<file path="config.mk">
export PLATFORM = sky130hd
export DESIGN_NAME = comparator_seq_nbits
export DESIGN_NICKNAME = d
export VERILOG_FILES = /design/src/rtl/comparator_pkg.sv /design/src/rtl/comparator_chunk.sv /design/src/rtl/comparator_seq_nbits.sv
export SDC_FILE = /design/constraint.sdc
export NUM_CORES = 1
export LEC_CHECK = 0
export ABC_AREA = 1
export BUFFER_PORTS_ARGS = -buffer_cell sky130_fd_sc_hd__buf_2
export CORE_MARGIN = 1
export CORE_UTILIZATION = 35
export DETAILED_ROUTE_END_ITERATION = 10
export PLACE_DENSITY = 0.52
export SYNTH_ARGS = -nofsm -noshare
export SYNTH_HDL_FRONTEND = slang
export SYNTH_HIERARCHICAL = 1
export SYNTH_SLANG_ARGS = --single-unit
</file>
<file path="constraint.sdc">
create_clock -name clk -period 2.5 [get_ports clk]
set_input_delay 0.5 -clock clk [delete_from_list [all_inputs] [get_ports clk]]
set_output_delay 0.5 -clock clk [all_outputs]
set_load 0.02 [all_outputs]
</file>
<file path="src/rtl/comparator_pkg.sv">
// Shared definitions for the sequential magnitude comparator: result codes
// (compatible with the original 8-bit combinational comparator) and FSM states.
package comparator_pkg;

  typedef enum logic [1:0] {
    CMP_EQ = 2'd0,
    CMP_GT = 2'd1,
    CMP_LT = 2'd2
  } cmp_code_t;

  typedef enum logic {
    IDLE = 1'b0,
    RUN  = 1'b1
  } state_t;

  // Width of an index able to address n items; never zero so a
  // single-chunk configuration still gets a legal 1-bit register.
  function automatic int idx_width(input int n);
    return (n > 1) ? $clog2(n) : 1;
  endfunction

endpackage : comparator_pkg

</file>
<file path="src/rtl/comparator_chunk.sv">
// Combinational unsigned compare of one CHUNK-bit slice, returning the
// shared 2-bit result code.
module comparator_chunk
  import comparator_pkg::*;
#(
  parameter int CHUNK = 8
) (
  input  logic [CHUNK-1:0] a,
  input  logic [CHUNK-1:0] b,
  output logic [1:0]       code
);

  // Magnitude relation of the two slices.
  // NOTE: code gets a default before any branch so no path leaves it
  // unassigned, which would otherwise infer a latch.
  always_comb begin
    code = CMP_EQ;
    if (a > b) begin
      code = CMP_GT;
    end else if (a < b) begin
      code = CMP_LT;
    end
  end

endmodule : comparator_chunk

</file>
<file path="src/rtl/comparator_seq_nbits.sv">
// Multi-cycle WIDTH-bit magnitude comparator. Operands are captured on start
// and compared one CHUNK-bit slice per cycle from the MSB slice downwards,
// stopping at the first slice that differs. Signed mode flips the sign bit of
// both operands at capture so the unsigned slice compare yields signed order.
module comparator_seq_nbits
  import comparator_pkg::*;
#(
  parameter int WIDTH = 32,
  parameter int CHUNK = 8
) (
  input  logic                                  clk,
  input  logic                                  rst_n,
  input  logic                                  start,
  input  logic                                  mode,
  input  logic [WIDTH-1:0]                      in1,
  input  logic [WIDTH-1:0]                      in2,
  output logic                                  busy,
  output logic                                  done,
  output logic [1:0]                            out,
  output logic [$clog2(WIDTH/CHUNK+1)-1:0]      count
);

  localparam int NCHUNK = WIDTH / CHUNK;
  localparam int CNT_W  = $clog2(NCHUNK + 1);
  localparam int IDX_W  = idx_width(NCHUNK);

  state_t             state_q, state_d;
  logic [WIDTH-1:0]   a_q, a_d;
  logic [WIDTH-1:0]   b_q, b_d;
  logic [IDX_W-1:0]   idx_q, idx_d;
  logic [CNT_W-1:0]   cnt_q, cnt_d;
  logic               done_q, done_d;
  logic [1:0]         out_q, out_d;
  logic [CNT_W-1:0]   count_q, count_d;

  logic [CHUNK-1:0]   a_chunk, b_chunk;
  logic [1:0]         chunk_code;

  // Select the slice currently under comparison.
  always_comb begin
    a_chunk = a_q[int'(idx_q)*CHUNK +: CHUNK];
    b_chunk = b_q[int'(idx_q)*CHUNK +: CHUNK];
  end

  comparator_chunk #(
    .CHUNK (CHUNK)
  ) u_chunk (
    .a    (a_chunk),
    .b    (b_chunk),
    .code (chunk_code)
  );

  // Next-state logic: capture in IDLE, walk slices MSB-first in RUN.
  always_comb begin
    state_d = state_q;
    a_d     = a_q;
    b_d     = b_q;
    idx_d   = idx_q;
    cnt_d   = cnt_q;
    done_d  = 1'b0;
    out_d   = out_q;
    count_d = count_q;

    case (state_q)
      IDLE: begin
        if (start) begin
          a_d = in1;
          b_d = in2;
          if (mode) begin
            a_d[WIDTH-1] = ~in1[WIDTH-1];
            b_d[WIDTH-1] = ~in2[WIDTH-1];
          end
          idx_d   = IDX_W'(NCHUNK - 1);
          cnt_d   = '0;
          state_d = RUN;
        end
      end

      RUN: begin
        if (chunk_code != CMP_EQ) begin
          out_d   = chunk_code;
          count_d = cnt_q + 1'b1;
          done_d  = 1'b1;
          state_d = IDLE;
        end else if (idx_q == '0) begin
          out_d   = CMP_EQ;
          count_d = CNT_W'(NCHUNK);
          done_d  = 1'b1;
          state_d = IDLE;
        end else begin
          idx_d = idx_q - 1'b1;
          cnt_d = cnt_q + 1'b1;
        end
      end

      default: state_d = IDLE;
    endcase
  end

  // State and datapath registers.
  // NOTE: sequential state uses non-blocking assignments so every flop samples
  // pre-edge values. The operand registers are reset too, because a cleared
  // operand state is part of the defined reset behaviour.
  always_ff @(posedge clk or negedge rst_n) begin
    if (!rst_n) begin
      state_q <= IDLE;
      a_q     <= '0;
      b_q     <= '0;
      idx_q   <= '0;
      cnt_q   <= '0;
      done_q  <= 1'b0;
      out_q   <= CMP_EQ;
      count_q <= '0;
    end else begin
      state_q <= state_d;
      a_q     <= a_d;
      b_q     <= b_d;
      idx_q   <= idx_d;
      cnt_q   <= cnt_d;
      done_q  <= done_d;
      out_q   <= out_d;
      count_q <= count_d;
    end
  end

  assign busy  = (state_q == RUN);
  assign done  = done_q;
  assign out   = out_q;
  assign count = count_q;

endmodule : comparator_seq_nbits

</file>
# Word level (Yosys, flattened, before mapping)
# Index checks and enable logic that the tools add are counted.
op_classes:
  muxes: 23
  n_reduce_logical: 6
  shifts: 2
  mul: 0
  order_cmp: 2
  n_div: 0
  eq_ne: 3
  addsub: 2
  bitwise_logic: 3
ops:
  columns: ["cell", "n"]
  rows:
  - ["indexed part select 32 x 6 -> 8 bit", 2]
  - ["two-way mux 3 bit", 5]
  - ["two-way mux 2 bit", 7]
  - ["greater-than comparator 8 bit", 1]
  - ["less-than comparator 8 bit", 1]
  - ["two-way mux 1 bit", 8]
  - ["inequality test 2 bit, second input constant", 3]
  - ["case mux 3 bit (2 select lines)", 1]
  - ["case mux 2 bit (2 select lines)", 1]
  - ["AND reduction 2 bit", 2]
  - ["nonzero test 2 bit", 2]
  - ["adder 3 x 1 -> 3 bit, second input constant", 1]
  - ["NOT 1 bit", 3]
  - ["AND reduction 3 bit", 1]
  - ["logical NOT 2 bit", 1]
  - ["case mux 1 bit (2 select lines)", 1]
  - ["subtractor 2 x 1 -> 2 bit, second input constant", 1]
totals:
  mem_bits_rw: 0
  input_bits: 68
  latch_bits: 0
  mem_bits_ro: 0
  out_inout_bits: 7
  elab_cells: 49
  mem_count: 0
  register_bits: 76

# Longest topological paths before layout
# Gate-level depths: netlist of the first run.
logic_depth:
  ltp_word: 7
  ltp_mapped: 21

# Cells and area by module
# Netlist of the first run, hierarchy kept.
modules_own_cells:
  columns: ["module", "area_per_inst_um2", "instances", "seq_area_each_um2", "cells_each"]
  rows:
  - ["comparator_seq_nbits", 3622.2, 1, 1901.8, 450]
  - ["comparator_chunk", 226.5, 1, 0.0, 38]

# Worst setup path after synthesis of the first run
# No wires, ideal clock.
synth_path:
  path_kind: "reg2reg"
  start: "register idx_q[0]"
  end: "register count_q[0] (netlist: count[0])"
  setup_slack_ns: 0.350
  stages_incl_launch_ff: 18
  required_ns: 2.383
  n_path_buf: 1
  arrival_ns: 2.033
  path_cell_list: "dfrtp_1 -> inv_2 -> buf_6 -> nor2_2 -> nor2_1 -> o21ai_1 -> nand2_1 -> inv_1 -> ha_1 -> nand2_1 -> a21oi_1 -> nor2_1 -> a21oi_1 -> inv_1 -> nand2_1 -> o21ai_1 -> nand2_1 -> nand2_1"
synth_between:
  elab_cells_between_ends: 11
  cone_classes: "2 x order compare; 2 x shift; 3 x mux; 4 x reduce/logical"
synth_lines:
  columns: ["item", "line", "text"]
  rows:
  - ["start: declaration", "comparator_seq_nbits.sv:30", "logic [IDX_W-1:0] idx_q, idx_d;"]
  - ["start signal: assignment", "comparator_seq_nbits.sv:118", "idx_q <= idx_d;"]
  - ["indexed part select 32 x 6 -> 8 bit (*)", "comparator_seq_nbits.sv:42", "b_chunk = b_q[int'(idx_q)*CHUNK +: CHUNK];"]
  - ["via b_chunk[7]", "comparator_seq_nbits.sv:36", "logic [CHUNK-1:0] a_chunk, b_chunk;"]
  - ["greater-than comparator 8 bit (*)", "comparator_chunk.sv:18", "if (a > b) begin"]
  - ["two-way mux 2 bit (*)", "comparator_chunk.sv:18", null]
  - ["via chunk_code[0]", "comparator_seq_nbits.sv:37", "logic [1:0] chunk_code;"]
  - ["nonzero test 2 bit (*)", "comparator_seq_nbits.sv:80", "if (chunk_code != CMP_EQ) begin"]
  - ["nonzero test 2 bit (no line)", null, null]
  - ["AND reduction 2 bit (no line)", null, null]
  - ["end signal: assignment", "comparator_seq_nbits.sv:122", "count_q <= count_d;"]
  - ["end: declaration", "comparator_seq_nbits.sv:34", "logic [CNT_W-1:0] count_q, count_d;"]
# The timed path passes the listed nets; every way through them passes the cells marked *.
# A chain may end at the register's enable or synchronous reset.

# Worst setup path after layout of the first run
layout_path:
  start: "register idx_q[0]"
  end: "register idx_q[0]"
layout_between:
  elab_cells_between_ends: 15
  cone_classes: "1 x add/sub; 2 x order compare; 2 x eq/ne; 2 x shift; 5 x mux; 3 x reduce/logical"
layout_lines:
  columns: ["item", "line", "text"]
  rows:
  - ["indexed part select 32 x 6 -> 8 bit", "comparator_seq_nbits.sv:41", "a_chunk = a_q[int'(idx_q)*CHUNK +: CHUNK];"]
  - ["via a_chunk[5]", "comparator_seq_nbits.sv:36", null]
  - ["greater-than comparator 8 bit", "comparator_chunk.sv:18", null]
  - ["two-way mux 2 bit", "comparator_chunk.sv:18", null]
  - ["via chunk_code[0]", "comparator_seq_nbits.sv:37", null]
  - ["nonzero test 2 bit", "comparator_seq_nbits.sv:80", null]
  - ["inequality test 2 bit (no line)", null, null]
  - ["AND reduction 3 bit (no line)", null, null]
# The timed path passes the listed nets, and every way through them passes these cells. The select of a mux whose other input is x is not followed.

==> key figures, run 1 <==
Final layout
  • Commonest non-fill, non-tap cell in the layout: nand2_1
  • N_diodes: 0
  • Final Util: 0.4733
  • Most frequent cells in the layout: 137 x nand2_1, 75 x dfrtp_1, 73 x buf_2, 55 x nand3_1, 31 x nor2_1
  • Layout cell share with drive strength beyond 1: 0.3175
  • Nets: 643
  • Filler Cell Count: 1048
  • Synth-to-Final Area Change: 29.23%

Synthesis
  • Post-Synth Simple-Gate Area: 0.2871
  • Yosys warning count: 6
  • Largest family of logic cells by synthesized area: simple AND/OR/NAND/NOR gates
  • Cell Area, Synth: 0.003849 mm2
  • Mux cell area share after synthesis: 0
  • Seq/Total Area, Yosys: 0.4941
  • FF+latch count, synth: 76
  • Mean Syn Cell Area: 7.887 um2
  • Post-Synthesis Cells: 488
  • Synth Area in XOR/XNOR: 0.004551
  • Synth Area in Adders: 0.03251
  • Synth unique cells: 21
  • Synth Area in Compound Gates: 0.09688
  • Syn Nets: about 570

Detailed routing
  • Iter 0 DRT Violations: 158
  • First drt pass iteration count: 4
  • Routed via count: 3441
  • Number of remaining DRC errors: 0
  • DR vias/cell: 4.874
  • Final ANT Viol Nets: 0
  • Drt wl/cell: roughly 14 um
  • Drt total wl: 10.03 mm

Clock network
  • CTS tree: done
  • Number of hold buffers added after cts: 0
  • Clk Latency, worst-skew pair: 0.35 ns
  • CTS clk-pin slew, worst paths: 0.07 ns
  • H-tree depth: 3
  • Root buffer cell: clkbuf_8
  • Max clock buf depth: 2
  • Cts bufs inserted: 9
  • Clock Sinks: between 70 and 80

Floorplanning
  • Starting density of the core: 0.3662
  • Die Height: 106.9 um
  • Die ar.: 0.01142 mm2
  • Cell row count: 37
  • # IOs: 75
  • Placeable core region: 0.01051 mm2
  • Die X: 106.9 um

Global route
  • Routing usage on met1: 0.2459
  • Total grt overflow: 0
  • First-pass GRT wire length: between 15 and 20 mm
  • Pin count of the biggest net entering global routing: 51
  • Gr busiest metal: met2
  • GRT Total Usage: 0.1795
  • Vias in the first global route: around 3300
  • M3 GR Usage: 0.03951
  • Initial antenna violation count: 0
  • GR Util met2: 0.2843

Worst setup path
  • WS Path Type: reg2reg
  • Reg2reg start: idx_q[0]
  • CP max stage cell: dfrtp_2
  • Worst EP arrival: about 2.8 ns
  • CP cell instances: inv_8 -> clkbuf_16 -> buf_6 -> a21oi_2 -> o21ai_1 -> nand2_1 -> ha_4 -> nand2_4 -> nor2_4 -> nand3_2 -> nor2_4 -> a21oi_4 -> nor2_4 -> nand3_4 -> nand2_4 -> nand2_2 -> nand2_1
  • Most frequent CP cell: nor2_4
  • Reg-to-reg endpoint: idx_q[0]
  • CP startpoint kind: flop
  • Critical Path RT: 2.79 ns
  • CP peak stage delay: 0.47 ns
  • Max FO, Critical Path: 8
  • R2R setup slack: around 0.03 ns
  • Critical path capture point type: flop
  • FF-to-FF path depth: 17

Place
  • RePlAce Congestion: 0.8204
  • HPWL Detailed: roughly 6.7 mm
  • Buffers on Ports: 74

Timing
  • RSZ-0062 raised after global routing: true
  • Measured slew at the worst slew-check pin: 0.5487 ns
  • Skew final: ~0.010 ns
  • Final setup fails: 0
  • Max Clk Rate: 404.8 MHz
  • Fin. max-slew vios: 0
  • Worst slew margin: 0.6342
  • Setup TNS: 0 ns
  • Final hold violations: 0
  • Crit path time final: 2.470 ns
  • Fin crit share: 0.9880

Power and ir drop
  • Leak Pwr: 0.002585 uW
  • Pwr Density: 1547 mW/mm2
  • Worst ir drop on vdd: 543.1 uV

Worst hold path
  • Hold Path Class: in2async

Run
  • # Max-Cap Violations: 0

Run status
  • Status: complete, no violations
-- through the flow --
step	instance area [um2]	hold slack, ns	total power, uW	std cells	worst slack (ns)
final	4974	0.1202	7693	706	0.02991
after global placement	4325	0.4530	5163	679	0.01078
after floorplan	3849	0.2044	4420	488	0.3495
after CTS	4569	0.1318	6310	696	0.003527
after global routing	4974	0.1573	8295	706	-0.08842
after detailed placement	4325	0.4558	5208	679	-0.01432
-- metal layers --
layer	vias up	wire, um
li1	1716	-
met1	1622	4750
met2	88	4685
met3	15	472
met4	0	124
met5	-	0
-- flip-flops by register name (all words and copies together) (netlist names) --
| signal | count |
|---|---|
| count | 3 |
| a_q | 32 |
| out | 2 |
| done | 1 |
| cnt_q | 3 |
| b_q | 32 |
| busy | 1 |
| idx_q | 2 |
-- logic make-up after synthesis --
logic type	Yosys count
and+or+nand+nor	262
DFF	76
AOI/OAI and AO/OA	71
buffers and inverters	67
adders and majority gates	10
xor gates and xnor gates	2
-- cell type report --
class,count,area [um2],share of cell area
well taps,136,170.2,0.03421
multi-input cells,345,1868,0.3756
inverters,38,152.6,0.03069
flip-flops and latches,76,1903,0.3826
clock buffers,10,137.6,0.02767
repair buffers,95,678.2,0.1364
clock inverters,6,63.81,0.01283
-- report_power, final --
part           leakage [uW]  internal (uW)  switching, uW
combinational       0.00157           1930           2640
sequential         0.000916           1790            379
clock             0.0000983            486            471
-- cell usage after synthesis --
library cell	instances	area (um2)
buf_6	4	45.04
nor2_2	17	106.4
and2_1	1	6.260
buf_2	19	95.09
dfrtp_1	76	1902
buf_4	5	37.54
nand3_1	56	280.3
o21ai_1	28	140.1
ha_1	10	125.1
clkbuf_1	1	3.750
inv_4	1	6.260
a21oi_2	4	35.03
inv_2	2	7.510
a21o_1	1	7.510
xnor2_1	2	17.52
nor2_1	36	135.1
nand3_2	1	10.01
inv_1	35	131.4
a21oi_1	31	155.2
nand2_1	151	566.8
o21ai_0	7	35.03
-- what timing repair did --
item                                    4_1_cts  5_1_grt
endpoints found under the setup margin        5       12
resized for setup                             3       67
cloned                                        1        5
buffers inserted                              0        5
pin swaps                                     0       35
hold endpoints to repair                      0        0
-- how the worst max path moves through the flow --
stage | to | slack [ns] | start
6_report | idx_q[0] | 0.03 | idx_q[0]
5_1_grt | out[0] | -0.09 | idx_q[0]
4_1_cts | cnt_q[1] | 0.004 | idx_q[0]
3_5_place_dp | count[1] | -0.01 | idx_q[0]
3_3_place_gp | out[1] | 0.01 | idx_q[0]
2_1_floorplan | count[0] | 0.35 | idx_q[0]
-- worst max-delay path: cells and delay by family (launching register included) --
family / cells / cell delay [ns]
AND/OR/NAND/NOR: 10 / 1.03
AO/OA/AOI/OAI: 3 / 0.19
flip-flops: 1 / 0.47
adder cells (fa/ha/maj): 1 / 0.31
buffers and inverters: 3 / 0.40
(Power assumes the default switching activity.)
==> inputs of run 2 (changes only) <==
--- a/config.mk
+++ b/config.mk
@@ -8,8 +8,10 @@
 export ABC_AREA = 1
 export BUFFER_PORTS_ARGS = -buffer_cell sky130_fd_sc_hd__buf_2
+export CELL_PAD_IN_SITES_DETAIL_PLACEMENT = 1
+export CELL_PAD_IN_SITES_GLOBAL_PLACEMENT = 1
 export CORE_MARGIN = 1
 export CORE_UTILIZATION = 35
 export DETAILED_ROUTE_END_ITERATION = 10
-export PLACE_DENSITY = 0.52
+export PLACE_DENSITY = 0.68
 export SYNTH_ARGS = -nofsm -noshare
 export SYNTH_HDL_FRONTEND = slang
==> constraint.sdc (replaced) <==
create_clock -name clk -period 2.5 [get_ports clk]
set_input_delay 0.125 -clock clk [delete_from_list [all_inputs] [get_ports clk]]
set_output_delay 0.125 -clock clk [all_outputs]
set_load 0.02 [all_outputs]
==> run 2 against run 1 <==
Effect of this change:
- the flow now finishes with violations (hold timing, setup timing)
- sequential power hardly changed
- clock power is 11% higher
- total power is 4.8% higher
- combinational power is 5.5% higher
- critical path depth is 1 higher
- non-clock buffer count is 19 higher
- die area stayed put
- critical endpoint unchanged
==> key figures, run 2 (synthesis gave the netlist of run 1 again) <==
Detailed routing
  • Number of remaining DRC errors: 0 (unchanged)
  • Drt wl/cell: 16.37 um (+15%)
  • DR vias/cell: 5.010 (+2.8%)
  • Iter 0 DRT Violations: 141 (-11%)
  • Drt total wl: 11.87 mm (+18%)
  • Routed via count: 3632 (+5.6%)
  • Final ANT Viol Nets: 0 (unchanged)
  • First drt pass iteration count: 4 (unchanged)

Timing
  • Final hold slack: -0.003702 ns (-0.1239 ns)
  • Worst slew margin: 0.3600 (-0.2742)
  • RSZ-0062 raised after global routing: true
  • Final hold violations: 2 (+2)
  • Crit path time final: 2.723 ns (+0.2526 ns)
  • Fin. max-slew vios: 0 (unchanged)
  • Measured slew at the worst slew-check pin: 0.9600 ns (+0.4113 ns)
  • Final WS setup: -0.2227 ns (-0.2526 ns)
  • Final setup fails: 12 (+12)
  • Max Clk Rate: 367.3 MHz (-9.3%)
  • Skew final: 0.01790 ns (+0.007934 ns)
  • Fin crit share: 1.089 (+0.1010)

Run
  • # Max-Cap Violations: 0 (unchanged)

Run status
  • Failing checks: hold timing, setup timing
  • Status: finished, violations left

Worst hold path
  • Endpoint of the worst hold path: b_q[9]
  • Hold depth: 3
  • Worst Min Path Start: in2[9]
  • Hold Path Class: in2reg

Global route
  • GRT Total Usage: 0.2082 (+0.02867)
  • Pin count of the biggest net entering global routing: 77 (+51%)
  • Total grt overflow: 0 (unchanged)
  • Vias in the first global route: 3685 (+13%)
  • First-pass GRT wire length: 18.23 mm (+14%)
  • Initial antenna violation count: 0 (unchanged)

Power and ir drop
  • Clk pwr share: 0.131 (+0.007)
  • Worst ir drop on vdd: 538.6 uV (-0.83%)
  • Leak Pwr: 0.002653 uW (+2.6%)
  • Sequential power share: 0.272 (-0.010)
  • Pwr Density: 1561 mW/mm2 (+0.94%)
  • Logic pwr share: 0.597 (+0.004)
  • Net Sw Frac: 0.4719 (+0.01862)
  • Internal Power: 4256 uW (+1.2%)
  • Switching power: 3804 uW (+9.1%)

Clock network
  • Root buffer cell: clkbuf_8
  • H-tree depth: 3 (unchanged)
  • CTS clk-pin slew, worst paths: 0.09 ns (+0.02 ns)
  • Cts bufs inserted: 9 (unchanged)
  • Clk Latency, worst-skew pair: 0.37 ns (+0.02 ns)
  • Max clock buf depth: 2 (unchanged)
  • Clock Sinks: 76 (unchanged)
  • CTS tree: done

Final layout
  • Synth-to-Final Area Change: 34.14%
  • Most frequent cells in the layout: 136 x nand2_1, 76 x dfrtp_1, 73 x buf_2, 55 x nand3_1, 31 x nor2_1
  • Top Registers: a_q: 32 flops, b_q: 32 flops
  • Layout cell share with drive strength beyond 1: 0.3005 (-0.01703)
  • Commonest non-fill, non-tap cell in the layout: nand2_1
  • Nets: 662 (+3.0%)
  • N_diodes: 0 (unchanged)
  • Post-Layout Cell Count: 725 (+2.7%)
  • Final Util: 0.4912 (+0.01798)

Floorplanning
  • Cell row count: 37 (unchanged)
  • Die ar.: 0.01142 mm2 (unchanged)
  • # IOs: 75 (unchanged)
  • Die X: 106.9 um (unchanged)
  • Die Height: 106.9 um (unchanged)
  • Starting density of the core: 0.3662 (unchanged)
  • Placeable core region: 0.01051 mm2 (unchanged)

Worst setup path
  • R2R setup slack: -0.22 ns (-0.25 ns)
  • Critical path capture point type: flop
  • Critical Path RT: 2.75 ns (-0.04 ns)
  • WS Path Type: reg2reg
  • Reg2reg start: idx_q[0]
  • Worst EP arrival: 2.97 ns (+0.21 ns)
  • Reg-to-reg endpoint: idx_q[0]
  • FF-to-FF path depth: 18 (+1)
  • Max FO, Critical Path: 8 (unchanged)
  • CP startpoint kind: flop

Place
  • RePlAce Congestion: 0.7687 (-6.3%)
  • HPWL Detailed: 7.671 mm (+15%)
  • Buffers on Ports: 74 (unchanged)
  • Inst Count DP: 677 (-0.29%)
-- run 2: repair_timing --
action                                  in CTS  in global routing
buffers inserted                             0                  5
pin swaps                                    0                 31
gates resized for setup                      6                 62
cloned                                       0                  5
hold buffers                                22                  0
endpoints found under the hold margin       97                  0
endpoints found under the setup margin      10                 12
-- run 2: power groups by stage --
stage               logic, uW  registers, uW  clock network (uW)
floorplan                2320           2100                   0
global placement         3000           2150                   0
detailed placement       3180           2180                   0
CTS                      3330           2160                1060
global route             5260           2260                1120
finish                   4810           2190                1060
-- run 2: per-stage QoR --
stage / power, uW / setup WS, ns / instance area (um2) / hold slack (ns) / setup TNS [ns]
after floorplan: 4420 / 0.3495 / 3849 / -0.1706 / 0
after global placement: 5158 / 0.07117 / 4310 / 0.3485 / 0
after detailed placement: 5364 / -0.03245 / 4310 / 0.3436 / -0.1172
after CTS: 6554 / 0.01005 / 4765 / 0.002389 / 0
after global routing: 8641 / -0.3364 / 5162 / 0.001052 / -2.980
final: 8060 / -0.2227 / 5162 / -0.003702 / -1.652
-- run 2: worst max-delay path, cell delays in order, from the launching register on --
cell      delay, ns
dfrtp_1        0.45
clkinv_4       0.18
buf_12         0.17
buf_6          0.13
o21ai_1        0.18
nand2_1        0.10
inv_1          0.09
ha_1           0.27
nand2_4        0.11
inv_2          0.03
nand2_1        0.05
nand2_1        0.07
nand2_2        0.11
and2_4         0.20
nor2_4         0.05
nand3_4        0.13
nand2_4        0.09
nand2_2        0.10
nand2_1        0.09
-- run 2: worst max path at each step --
stage | startpoint | to | slack, ns | cells after the start
floorplan | idx_q[0] | count[0] | 0.35 | 17
global placement | idx_q[0] | out[0] | 0.07 | 19
detailed placement | idx_q[0] | out[0] | -0.03 | 19
CTS | idx_q[0] | idx_q[0] | 0.01 | 19
global route | idx_q[0] | idx_q[0] | -0.34 | 18
finish | idx_q[0] | idx_q[0] | -0.22 | 18
-- run 2: per-layer routing --
layer,share of wire,up-vias,track usage
met5,0,-,0
met4,0.020,0,0.05577
met3,0.046,21,0.04012
met2,0.49,91,0.3479
met1,0.45,1781,0.2755
li1,-,1739,-
-- run 2: layout make-up --
| type | count | area (um2) |
|---|---|---|
| timing repair buffer | 114 | 852.1 |
| tap | 136 | 170.2 |
| sequential | 76 | 1902 |
| multi-input combinational | 345 | 1869 |
| fill | 1274 | 5346 |
| clock inverter | 6 | 88.84 |
| clock buffer | 10 | 127.6 |
| inverter | 38 | 152.6 |
==> inputs of run 3 (changes only) <==
Settings changed: PLACE_DENSITY 0.68 to unset, PLACE_DENSITY_LB_ADDON set to 0.12.
==> run 3 against run 2 <==
Effect of this change:
- the flow now finishes without violations
- clock power grew 5%
- total power shrank 6.9%
- setup slack gained 0.30 ns
- global-route usage shrank 1.2 points
- largest cell class unchanged
- first-iteration DRC count shrank 16%
- critical path depth shrank 2
==> key figures, run 3 (synthesis gave the netlist of run 1 again) <==
Clock network
  • CTS clk-pin slew, worst paths: 0.08 ns (about the same)
  • Clk Latency, worst-skew pair: 0.35 ns (-0.02 ns)
  • H-tree depth: 3 (unchanged)
  • Clock Sinks: 76 (unchanged)
  • Max clock buf depth: 2 (unchanged)
  • CTS tree: done
  • Root buffer cell: clkbuf_8
  • Cts bufs inserted: 9 (unchanged)

Global route
  • GRT Total Usage: 0.1962 (-0.01195)
  • Total grt overflow: 0 (unchanged)
  • Pin count of the biggest net entering global routing: 77 (unchanged)
  • Vias in the first global route: 3505 (-4.9%)
  • First-pass GRT wire length: 17.42 mm (-4.4%)
  • Initial antenna violation count: 0 (unchanged)

Timing
  • Crit path time final: 2.420 ns (-0.3024 ns)
  • Final hold violations: 0 (-2)
  • RSZ-0062 raised after global routing: true
  • Final WS setup: 0.07967 ns (+0.3024 ns)
  • Worst slew margin: 0.3541 (-0.005857)
  • Max Clk Rate: 413.2 MHz (+12%)
  • Skew final: 0.009746 ns (-0.008153 ns)
  • Final setup fails: 0 (-12)
  • Fin crit share: 0.9681 (-0.1209)
  • Measured slew at the worst slew-check pin: 0.9688 ns (+0.008786 ns)
  • Fin. max-slew vios: 0 (unchanged)

Final layout
  • Most frequent cells in the layout: 141 x nand2_1, 76 x dfrtp_1, 73 x buf_2, 55 x nand3_1, 32 x nor2_1
  • Post-Layout Cell Count: 704 (-2.9%)
  • N_diodes: 0 (unchanged)
  • Synth-to-Final Area Change: 26.63%
  • Nets: 643 (-2.9%)
  • Commonest non-fill, non-tap cell in the layout: nand2_1
  • Layout cell share with drive strength beyond 1: 0.2817 (-0.01882)
  • Filler Cell Count: 1301 (+2.1%)
  • Top Registers: a_q: 32 flops, b_q: 32 flops

Place
  • Inst Count DP: 678 (+0.15%)
  • DP Worst Slack: -0.04033 ns (-0.007879 ns)
  • HPWL Detailed: 7.289 mm (-5.0%)
  • Buffers on Ports: 74 (unchanged)
  • RePlAce Congestion: 0.8137 (+5.9%)

Power and ir drop
  • PnR Total Power: 7503 uW (-6.9%)
  • Worst ir drop on vdd: 648.4 uV (+20%)
  • Internal Power: 4130 uW (-3.0%)
  • Clk pwr share: 0.148 (+0.017)
  • Leak Pwr: 0.002570 uW (-3.1%)
  • Pwr Density: 1540 mW/mm2 (-1.4%)
  • Sequential power share: 0.286 (+0.014)
  • Logic pwr share: 0.566 (-0.031)
  • Net Sw Frac: 0.4496 (-0.02237)
  • Switching power: 3373 uW (-11%)

Worst hold path
  • Hold depth: 3 (unchanged)
  • Endpoint of the worst hold path: b_q[12]
  • Hold Path Class: in2reg
  • Worst Min Path Start: in2[12]

Worst setup path
  • Max FO, Critical Path: 8 (unchanged)
  • Critical path capture point type: flop
  • Reg2reg start: idx_q[0]
  • WS Path Type: reg2reg
  • Reg-to-reg endpoint: count[2]
  • R2R setup slack: 0.08 ns (+0.30 ns)
  • CP startpoint kind: flop
  • Worst EP arrival: 2.66 ns (-0.31 ns)
  • FF-to-FF path depth: 16 (-2)
  • Critical Path RT: 2.74 ns (about the same)

Detailed routing
  • Drt wl/cell: 15.04 um (-8.2%)
  • DR vias/cell: 4.776 (-4.7%)
  • Number of remaining DRC errors: 0 (unchanged)
  • Final ANT Viol Nets: 0 (unchanged)
  • Drt total wl: 10.59 mm (-11%)
  • Routed via count: 3362 (-7.4%)
  • First drt pass iteration count: 4 (unchanged)
  • Iter 0 DRT Violations: 118 (-16%)

Floorplanning
  • Die Height: 106.9 um (unchanged)
  • Die ar.: 0.01142 mm2 (unchanged)
  • # IOs: 75 (unchanged)
  • Starting density of the core: 0.3662 (unchanged)
  • Cell row count: 37 (unchanged)
  • Placeable core region: 0.01051 mm2 (unchanged)
  • Die X: 106.9 um (unchanged)

Run status
  • Status: complete, no violations

Run
  • # Max-Cap Violations: 0 (unchanged)
==> run 3: layer usage <==
metal  GRT usage  routed length, um  share of wire
met2      0.3129               4859           0.46
met3     0.03587                383          0.036
met5           0                  0              0
met4     0.05675                143          0.014
met1      0.2717               5199           0.49
==> run 3: worst max path at each step <==
| stage | startpoint | end | slack (ns) | cells past startpoint |
|---|---|---|---|---|
| global placement | idx_q[0] | out[1] | 0.08 | 19 |
| finish | idx_q[0] | count[2] | 0.08 | 16 |
| detailed placement | idx_q[0] | count[1] | -0.04 | 19 |
| CTS | idx_q[0] | count[1] | 0.07 | 20 |
| global route | idx_q[0] | count[2] | -0.06 | 19 |
| floorplan | idx_q[0] | count[0] | 0.35 | 17 |
==> run 3: power groups by stage <==
stage                     Combinational (uW)  Sequential [uW]  Clock [uW]
after CTS                               3260             2150        1130
after global placement                  3070             2160           0
final                                   4250             2150        1110
after floorplan                         2320             2100           0
after detailed placement                3180             2170           0
after global routing                    4780             2220        1170
==> run 3: area by class of cell <==
type	count	area (um2)	share of cell area
sequential	76	1902	0.3902
inverter	38	147.6	0.03030
timing repair buffer	95	648.1	0.1330
clock inverter	5	102.6	0.02105
tap	136	170.2	0.03492
clock buffer	9	123.9	0.02542
multi-input combinational	345	1779	0.3651
==> run 3: worst max-delay path: stages (launching register included) <==
cell and delay, ns:
dfrtp_1 0.40, inv_4 0.09, buf_6 0.13, clkbuf_16 0.15, o21ai_1 0.24, nand2_1 0.10, inv_1 0.08, ha_1 0.25
nand2_1 0.09, a21oi_2 0.06, nor2_2 0.15, and2_4 0.20, inv_2 0.05, nand2_4 0.11, nand3_1 0.10, nand2_1 0.08
nand2_1 0.04
==> run 3: metrics by stage <==
step	setup TNS [ns]	util	hold WS, ns	area, um2
3_3_place_gp	0	0.4121	0.3500	4330
4_1_cts	0	0.4374	0.0009751	4597
2_1_floorplan	0	-	-0.1706	3849
5_1_grt	-0.4336	0.4637	0.01240	4873
3_5_place_dp	-0.1235	0.4121	0.3344	4330
6_report	0	0.4637	0.002430	4873
==> run 3: repair_timing <==
action	CTS	global route
pin swaps	0	10
hold endpoints to repair	78	0
setup endpoints to repair	8	12
gates cloned	0	4
hold buffers	3	0
buffers inserted	0	5
resized for setup	4	38
